===== src/rtl/narrow_32_to_16_tx_pkg.sv =====
// Shared definitions for the 32<->16 sign-extension narrowing path.
// Both the transmit and receive ends import this package, so they agree on
// the widths, the FSM encoding and the compact test.
package narrow_32_to_16_tx_pkg;

  localparam int NARROW_W = 16;
  localparam int WIDE_W   = 32;

  typedef enum logic [1:0] {
    IDLE     = 2'd0,
    SEND_ONE = 2'd1,
    SEND_LO  = 2'd2,
    SEND_HI  = 2'd3
  } tx_state_e;

  // A word is compact when bits [31:15] are all equal. The receiver can then
  // rebuild it by sign-extending the low 16 bits.
  function automatic logic fits_narrow(input logic [WIDE_W-1:0] w);
    return (w[WIDE_W-1:NARROW_W-1] == '0) || (w[WIDE_W-1:NARROW_W-1] == '1);
  endfunction

endpackage


===== src/rtl/narrow_32_to_16_tx_fits.sv =====
// Combinational compact test. It reports whether a signed 32-bit word lies
// in -32768..32767.
module fits_in_16
  import narrow_32_to_16_tx_pkg::*;
(
  input  logic [WIDE_W-1:0] in,
  output logic              fits
);

  assign fits = fits_narrow(in);

endmodule


===== src/rtl/narrow_32_to_16_tx.sv =====
// Transmit end of the 16-to-32 sign-extension path. A word that fits in 16
// signed bits leaves as a single compact beat. Any other word leaves as a
// low beat followed by a high beat. All beat outputs are registered.
module narrow_32_to_16_tx
  import narrow_32_to_16_tx_pkg::*;
#(
  parameter int CNT_W = 16
) (
  input  logic                clk,
  input  logic                rst,
  input  logic                in_valid,
  output logic                in_ready,
  input  logic [WIDE_W-1:0]   in_data,
  output logic                out_valid,
  input  logic                out_ready,
  output logic [NARROW_W-1:0] out_data,
  output logic                out_compact,
  output logic                out_last,
  output logic [CNT_W-1:0]    expanded_cnt
);

  tx_state_e           state_q;
  logic [WIDE_W-1:0]   hold_q;
  logic                out_valid_q;
  logic [NARROW_W-1:0] out_data_q;
  logic                out_compact_q;
  logic                out_last_q;
  logic [CNT_W-1:0]    cnt_q;
  logic [CNT_W-1:0]    cnt_d;
  logic                in_fits;
  logic                out_xfer;
  logic                unused_hold_lo;

  fits_in_16 u_fits (
    .in   (in_data),
    .fits (in_fits)
  );

  // Only IDLE accepts a new word. Each word is fully drained before the next
  // one is taken.
  assign in_ready = (state_q == IDLE);
  assign out_xfer = out_valid_q & out_ready;

  // The low beat is loaded straight from in_data at capture time. The holding
  // register still keeps the full word, so it matches what the receiver
  // rebuilds.
  assign unused_hold_lo = ^hold_q[NARROW_W-1:0];

  // Saturating next value for the expanded-word counter.
  always_comb begin
    cnt_d = cnt_q;
    if (cnt_q != '1) cnt_d = cnt_q + CNT_W'(1);
  end

  // Beat sequencer: capture in IDLE, then hold each beat until it is accepted.
  always_ff @(posedge clk) begin
    if (rst) begin
      state_q       <= IDLE;
      hold_q        <= '0;
      out_valid_q   <= 1'b0;
      out_data_q    <= '0;
      out_compact_q <= 1'b0;
      out_last_q    <= 1'b0;
      cnt_q         <= '0;
    end else begin
      unique case (state_q)
        IDLE: begin
          if (in_valid) begin
            hold_q      <= in_data;
            out_valid_q <= 1'b1;
            out_data_q  <= in_data[NARROW_W-1:0];
            if (in_fits) begin
              state_q       <= SEND_ONE;
              out_compact_q <= 1'b1;
              out_last_q    <= 1'b1;
            end else begin
              state_q       <= SEND_LO;
              out_compact_q <= 1'b0;
              out_last_q    <= 1'b0;
              cnt_q         <= cnt_d;
            end
          end
        end
        SEND_ONE: begin
          if (out_xfer) begin
            state_q     <= IDLE;
            out_valid_q <= 1'b0;
          end
        end
        SEND_LO: begin
          if (out_xfer) begin
            state_q    <= SEND_HI;
            out_data_q <= hold_q[WIDE_W-1:NARROW_W];
            out_last_q <= 1'b1;
          end
        end
        SEND_HI: begin
          if (out_xfer) begin
            state_q     <= IDLE;
            out_valid_q <= 1'b0;
          end
        end
        default: state_q <= IDLE;
      endcase
    end
  end

  assign out_valid    = out_valid_q;
  assign out_data     = out_data_q;
  assign out_compact  = out_compact_q;
  assign out_last     = out_last_q;
  assign expanded_cnt = cnt_q;

endmodule


===== config.mk =====
export PLATFORM = sky130hd
export DESIGN_NAME = narrow_32_to_16_tx
export DESIGN_NICKNAME = d
export VERILOG_FILES = /design/src/rtl/narrow_32_to_16_tx_pkg.sv /design/src/rtl/narrow_32_to_16_tx_fits.sv /design/src/rtl/narrow_32_to_16_tx.sv
export SDC_FILE = /design/constraint.sdc
export NUM_CORES = 1
export LEC_CHECK = 0
export ABC_CLOCK_PERIOD_IN_PS = 3300
export CAP_MARGIN = 20
export CORE_ASPECT_RATIO = 1.75
export CORE_MARGIN = 2
export CORE_UTILIZATION = 47
export CTS_CLUSTER_SIZE = 8
export DETAILED_ROUTE_END_ITERATION = 10
export GPL_TIMING_DRIVEN = 0
export PLACE_DENSITY = 0.88
export SLEW_MARGIN = 20
export SYNTH_ARGS = -nofsm -noshare
export SYNTH_HDL_FRONTEND = slang
export SYNTH_HIERARCHICAL = 1
export SYNTH_SLANG_ARGS = --single-unit

===== constraint.sdc =====
create_clock -name clk -period 3.3 [get_ports clk]
set_input_delay 0.99 -clock clk [delete_from_list [all_inputs] [get_ports clk]]
set_output_delay 0.99 -clock clk [all_outputs]
set_load 0.05 [all_outputs]

==> results of run 1 <==
[routing by layer]
| layer | wire length (um) | GRT usage, % | up-vias |
|---|---|---|---|
| met1 | 2333 | 24.52 | 1149 |
| met3 | 213 | 3.675 | 14 |
| li1 | - | - | 1180 |
| met2 | 3496 | 42.66 | 74 |
| met5 | 0 | 0 | - |
| met4 | 155 | 10.91 | 0 |
[worst min-delay path, cell delays in order (launching register included)]
cell	delay (ns)
dfxtp_1	0.32
nand2_1	0.05
a21oi_1	0.05
[layout make-up]
cell class / instances / area (um^2) / share of cell area [%]
Inverter: 6 / 22.52 / 0.6803
Buffer: 19 / 91.34 / 2.759
Timing Repair Buffer: 72 / 715.7 / 21.62
Clock buffer: 7 / 86.33 / 2.608
Sequential cell: 53 / 1061 / 32.05
Clock inverter: 1 / 30.03 / 0.9070
Tap cell: 54 / 67.56 / 2.041
Multi-Input combinational cell: 202 / 1236 / 37.34
[state kept, by name, indices dropped and copies added, names as in the netlist]
name,flops
expanded_cnt,16
hold_q,16
out_compact,1
out_data,16
out_last,1
out_valid,1
state_q,2
[logic make-up after synthesis]
| logic type | count (synthesis) | share of synthesized area [%] |
|---|---|---|
| and+or+nand+nor | 116 | 25.38 |
| AOI/OAI and AO/OA | 68 | 18.27 |
| DFF | 53 | 44.01 |
| buffers and inverters | 25 | 4.722 |
| muxes | 17 | 7.109 |
| adders and majority gates | 1 | 0.5189 |
[stage by stage]
stage,cell area (um^2),util [%],hold slack [ns],TNS [ns]
5_1_grt,3311,66.52,0.4790,-0.008783
2_1_floorplan,2411,-,0.4357,0
3_3_place_gp,3179,63.88,0.4426,-1.518
6_report,3311,66.52,0.4622,0
3_5_place_dp,3179,63.88,0.4470,-2.069
4_1_cts,3296,66.21,0.4601,0
[power by group through the flow]
stage	Sequential [W]	Clock [W]	Combinational, W
3_5_place_dp	0.000724	0	0.000362
3_3_place_gp	0.000723	0	0.000356
6_report	0.000710	0.000462	0.000363
5_1_grt	0.000715	0.000488	0.000390
4_1_cts	0.000709	0.000465	0.000363
2_1_floorplan	0.000810	0	0.000134
[repair_timing]
action	in CTS	in global routing
hold endpoints to repair	0	0
setup buffers	0	2
endpoints found under the setup margin	0	9
hold buffers	0	0
gates resized for setup	0	0
[worst paths after layout]
path,depth (start not counted),endpoint,startpoint
hold reg to reg,2,hold_q[20]$_SDFFE_PP0P_,hold_q[20]$_SDFFE_PP0P_
hold / removal,2,hold_q[20]$_SDFFE_PP0P_,hold_q[20]$_SDFFE_PP0P_
setup reg to reg,6,expanded_cnt[0]$_SDFFE_PP0P_,expanded_cnt[0]$_SDFFE_PP0P_
setup / recovery,10,expanded_cnt[7]$_SDFFE_PP0P_,in_data[20]
[cell usage in the layout (no fill, tap or decap), types with 5 or more instances in the layout]
cell type,instances
a21oi_1,33
nand2_1,41
dfxtp_1,53
or4_1,7
clkbuf_8,6
nor2_1,25
mux2i_1,16
clkdlybuf4s50_1,70
o31ai_1,6
a211oi_1,17
nand4_1,9
nor3_1,5
clkbuf_1,13
nand3_1,6
inv_1,6
==> results.sh, run 1 <==
export IMPL_outcome="finished clean"
export IMPL_rsz0062_at_grt="true"
export IMPL_path_max_fanout=8
export IMPL_start_util_pct=48.44
export IMPL_postSynthAreaPerCell_um2=8.611
export IMPL_setup_ws_ns=0.1542
export IMPL_combPwrFrac_pct=23.7
export IMPL_p_leak_nw=1.203
export IMPL_dp_hpwl_mm=4.796
export IMPL_syn_to_final_growth_pct=37.31
export IMPL_clk_insertion_delay_late_ns=0.31
export IMPL_die_h_um=98.75
export IMPL_yosys_area_top_type_share_pct=44.01
export IMPL_switching_share_pct=30.10
export IMPL_finalPower_w=0.001535
export IMPL_yosys_register_bits=53
export IMPL_placed_cells=404
export IMPL_drt_total_wl_mm=6.199
export IMPL_synth_edf_count=0
export IMPL_cts_num_sinks=53
export IMPL_syn_num_nets=317
export IMPL_fillers=419
export IMPL_synth_commonest_cells="53 x dfxtp_1, 41 x nand2_1, 33 x a21oi_1"
export IMPL_crit_top_cell="nand4_1"
export IMPL_wl_per_cell_um=14.97
export IMPL_p_seq_share_pct=46.3
export IMPL_die_area_um2=5741
export IMPL_arrival_ns=3.39
export IMPL_grt_antenna_before_repair=0
export IMPL_crit_family="simple AND/OR/NAND/NOR gates"
export IMPL_hold_path_class="reg -> reg"
export IMPL_io_buffers=70
export IMPL_max_freq_ghz=0.3179
export IMPL_gp_congestion=0.8410
export IMPL_clock_skew_ns=0.006191
export IMPL_grt_ovfl_total=0
export IMPL_hold_viol_final=0
export IMPL_firstDrtPassIters=4
export IMPL_fin_crit_sh_pct=95.33
export IMPL_cp_end_kind="flip-flop"
export IMPL_synth_main_ff_cell="dfxtp_1"
export IMPL_timing_worst_setup_path_type="in -> reg"
export IMPL_drv_slew=0
export IMPL_cts_tree="built"
export IMPL_grtUsageTotal_pct=23.11
export IMPL_path_cells="clkdlybuf4s50_1 -> nand4_1 -> nor4_1 -> nand4_1 -> o41ai_2 -> nor4b_4 -> nand4_2 -> buf_4 -> or4_1 -> a21oi_1"
export IMPL_p_int_w=0.001073
export IMPL_slowest_delay_ns=0.50
export IMPL_cts_buffers=5
export IMPL_yosysWarnings=6
export IMPL_synthArstFlopShare_pct=0
export IMPL_yosysSeqAreaShare_pct=44.01
export IMPL_start_kind="input port"
export IMPL_slew_headroom_pct=43.51
export IMPL_synthTopCellsByArea="dfxtp_1 44%, a21oi_1 6.9%, mux2i_1 6.6%, nand2_1 6.4%, a211oi_1 5.3%"
export IMPL_synth_most_common_cell="dfxtp_1"
export IMPL_vdd_ir_drop_worst_v=0.0004086
export IMPL_clk_pin_slew_ns=0.10
export IMPL_layout_min_cycle_time_ns=3.146
export IMPL_pwr_share_clk_pct=30.1
export IMPL_slowest_stage="or4_1"
export IMPL_nets=396
export IMPL_pin_count=72
export IMPL_via_count=2417
export IMPL_grt_max_degree=16
export IMPL_ys_types=39
export IMPL_ant_nets=0
export IMPL_r2r_slack_ns=1.20
export IMPL_p_sw_w=0.0004620
export IMPL_core_area_um2=4977
export IMPL_diodes=0
export IMPL_syn_area_um2=2411
export IMPL_worstMarginPinSlew_ns=0.8396
export IMPL_yosysTopAreaCell="dfxtp_1"
export IMPL_syn_inst=280
export IMPL_worstPathRequired_ns=3.54
export IMPL_stdcell_count=414
export IMPL_grt_pass1_vias=2279
export IMPL_pwr_density_cell_nw_per_um2=463.7
export IMPL_root_buffer="clkbuf_8"
export IMPL_h_tree_depth=2
export IMPL_drt_iter0_drc=90
export IMPL_dp_slack_ns=-0.2705
export IMPL_drive_gt1_share_pct=7.222
export IMPL_setup_viol=0
export IMPL_vias_per_cell=5.838
export IMPL_die_w_um=58.14
export IMPL_cts_max_path_buffers=2
export IMPL_grt_first_pass_wirelength_mm=10.31
export IMPL_crit_buf_inv=2
export IMPL_rows=34
export IMPL_drc=0
export IMPL_cap_violations=0
No activity file was read; power rests on OpenSTA's default activity.
==> run 2, diff against run 1 <==
--- a/config.mk
+++ b/config.mk
@@ -14,6 +14,7 @@
 export DETAILED_ROUTE_END_ITERATION = 10
 export GPL_TIMING_DRIVEN = 0
 export PLACE_DENSITY = 0.88
+export SETUP_SLACK_MARGIN = 0.5
 export SLEW_MARGIN = 20
 export SYNTH_ARGS = -nofsm -noshare
 export SYNTH_HDL_FRONTEND = slang
==> results.sh, run 2 (synthesized netlist as in run 1, its figures left out) <==
export IMPL_clk_pin_slew_ns=0.10
export IMPL_setup_ws_ns=0.5210
export IMPL_hold_viol_final=0
export IMPL_grt_first_pass_wirelength_mm=10.54
export IMPL_worst_hold_path_num_cells=2
export IMPL_path_cells="clkdlybuf4s50_1 -> or3b_2 -> clkbuf_2 -> o21ai_4 -> buf_4 -> nor2_1 -> a211oi_1"
export IMPL_cts_num_sinks=53
export IMPL_drt_iter0_drc=132
export IMPL_r2r_slack_ns=1.11
export IMPL_switching_share_pct=30.57
export IMPL_cts_hold_buf=0
export IMPL_drv_slew=0
export IMPL_timing_worst_setup_path_type="in -> reg"
export IMPL_p_leak_nw=1.272
export IMPL_cts_buffers=5
export IMPL_dp_slack_ns=-0.2705
export IMPL_p_sw_w=0.0004707
export IMPL_drt_total_wl_mm=6.698
export IMPL_drive_gt1_share_pct=14.25
export IMPL_worstPathRequired_ns=3.50
export IMPL_p_int_w=0.001069
export IMPL_arrival_ns=2.98
export IMPL_hold_start="out_compact$_SDFFE_PP0P_"
export IMPL_grt_max_degree=16
export IMPL_regToRegEndpoint="expanded_cnt[7]$_SDFFE_PP0P_"
export IMPL_die_area_um2=5741
export IMPL_dp_hpwl_mm=4.796
export IMPL_multiInputGateArea_um2=1295
export IMPL_slew_headroom_pct=44.89
export IMPL_drc=0
export IMPL_start_util_pct=48.44
export IMPL_worstMarginPinSlew_ns=0.8192
export IMPL_grt_util_met3_pct=3.675
export IMPL_register_area_um2=1061
export IMPL_core_area_um2=4977
export IMPL_cts_max_path_buffers=2
export IMPL_pwr_share_clk_pct=30.0
export IMPL_nets=401
export IMPL_tns_ns=0
export IMPL_final_common_cell="dfxtp_1"
export IMPL_diodes=0
export IMPL_wl_per_cell_um=15.99
export IMPL_grtUsageTotal_pct=23.62
export IMPL_combPwrFrac_pct=23.8
export IMPL_gr_usage_met1_pct=25.37
export IMPL_mostFrequentLayoutCells="53 x dfxtp_1, 52 x clkdlybuf4s50_1, 41 x nand2_1, 31 x a21oi_1, 25 x nor2_1"
export IMPL_firstDrtPassIters=4
export IMPL_reg2regPathDepth=6
export IMPL_hold_path_class="reg -> reg"
export IMPL_slowest_stage="clkdlybuf4s50_1"
export IMPL_max_freq_ghz=0.3598
export IMPL_grt_ovfl_total=0
export IMPL_die_w_um=58.14
export IMPL_vdd_ir_drop_worst_v=0.0004101
export IMPL_grt_pass1_vias=2317
export IMPL_rows=34
export IMPL_grt_busiest_layer="met2"
export IMPL_cp_end_kind="flip-flop"
export IMPL_cts_tree="built"
export IMPL_syn_to_final_growth_pct=39.18
export IMPL_io_buffers=70
export IMPL_pwr_density_cell_nw_per_um2=458.9
export IMPL_cap_violations=0
export IMPL_setup_viol=0
export IMPL_ant_nets=0
export IMPL_h_tree_depth=2
export IMPL_hold_end="out_compact$_SDFFE_PP0P_"
export IMPL_p_seq_share_pct=46.2
export IMPL_fillers=410
export IMPL_via_count=2443
export IMPL_rsz0062_at_grt="false"
export IMPL_gp_congestion=0.8410
export IMPL_path_max_fanout=10
export IMPL_clock_skew_ns=0.008495
export IMPL_grt_use_met2_pct=43.36
export IMPL_pin_count=72
export IMPL_start_kind="input port"
export IMPL_root_buffer="clkbuf_8"
export IMPL_r2r_start="expanded_cnt[0]$_SDFFE_PP0P_"
export IMPL_clk_insertion_delay_late_ns=0.31
export IMPL_slowest_delay_ns=0.56
export IMPL_vias_per_cell=5.831
export IMPL_die_h_um=98.75
export IMPL_outcome="finished clean"
export IMPL_layout_min_cycle_time_ns=2.779
export IMPL_fin_crit_sh_pct=84.21
export IMPL_grt_antenna_before_repair=0
-- run 2: changes by cell type in the layout (fill, tap and decap cells not counted), moves of 2 or more --
cell | before | now
or4_4 | 0 | 2
dlygate4sd2_1 | 0 | 4
buf_2 | 4 | 2
or4_1 | 7 | 5
buf_4 | 2 | 8
clkbuf_2 | 0 | 14
a21oi_1 | 33 | 31
clkdlybuf4s50_1 | 70 | 52
clkbuf_1 | 13 | 11
a21oi_2 | 0 | 2
-- run 2: per-stage QoR --
stage	hold slack (ns)	power, W	cell area, um^2	utilization, %	instances
floorplan	0.4357	0.0009449	2411	-	280
global placement	0.4426	0.001078	3179	63.88	404
detailed placement	0.4470	0.001086	3179	63.88	404
CTS	0.4601	0.001534	3323	66.77	417
global route	0.4787	0.001598	3356	67.42	419
finish	0.4609	0.001540	3356	67.42	419
-- run 2: layer usage --
| layer | vias up | wire length [um] | share of wire, % |
|---|---|---|---|
| met5 | - | 0 | 0 |
| met4 | 0 | 201 | 3.0 |
| met3 | 18 | 255 | 3.8 |
| met2 | 81 | 3763 | 56 |
| met1 | 1161 | 2478 | 37 |
| li1 | 1183 | - | - |
-- run 2: timing repair --
action,in CTS,in global routing
endpoints found under the hold margin,0,0
buffers inserted,5,2
pin swaps,5,11
gates resized for setup,18,44
setup endpoints to repair,16,25
-- run 2: layout make-up --
type	instances	share of cell area (%)
Timing Repair Buffer	77	20.69
Buffer	19	2.946
Multi-Input combinational cell	202	38.59
Sequential cell	53	31.62
Clock inverter	1	0.8949
Inverter	6	0.6711
Tap cell	54	2.013
Clock buffer	7	2.573
-- run 2: worst max-delay path by stage --
stage                start                       endpoint  slack [ns]
2_1_floorplan  in_data[20]  expanded_cnt[11]$_SDFFE_PP0P_        0.52
3_3_place_gp   in_data[19]  expanded_cnt[11]$_SDFFE_PP0P_       -0.22
3_5_place_dp   in_data[25]  expanded_cnt[13]$_SDFFE_PP0P_       -0.27
4_1_cts        in_data[16]  expanded_cnt[13]$_SDFFE_PP0P_        0.50
5_1_grt           in_valid       out_data[8]$_SDFFE_PP0P_        0.43
6_report          in_valid       out_data[8]$_SDFFE_PP0P_        0.52
-- run 2: critical path, delay by kind of cell --
family,cells,cell delay (ns)
buf+inv,3,0.99
simple gates,2,0.53
compound gates,2,0.46
-- run 2: power by group through the flow --
stage / Clock (W) / Combinational (W) / Sequential (W)
after floorplan: 0 / 0.000134 / 0.000810
after global placement: 0 / 0.000356 / 0.000723
after detailed placement: 0 / 0.000362 / 0.000724
after CTS: 0.000465 / 0.000360 / 0.000709
after global routing: 0.000489 / 0.000393 / 0.000716
final: 0.000462 / 0.000367 / 0.000711
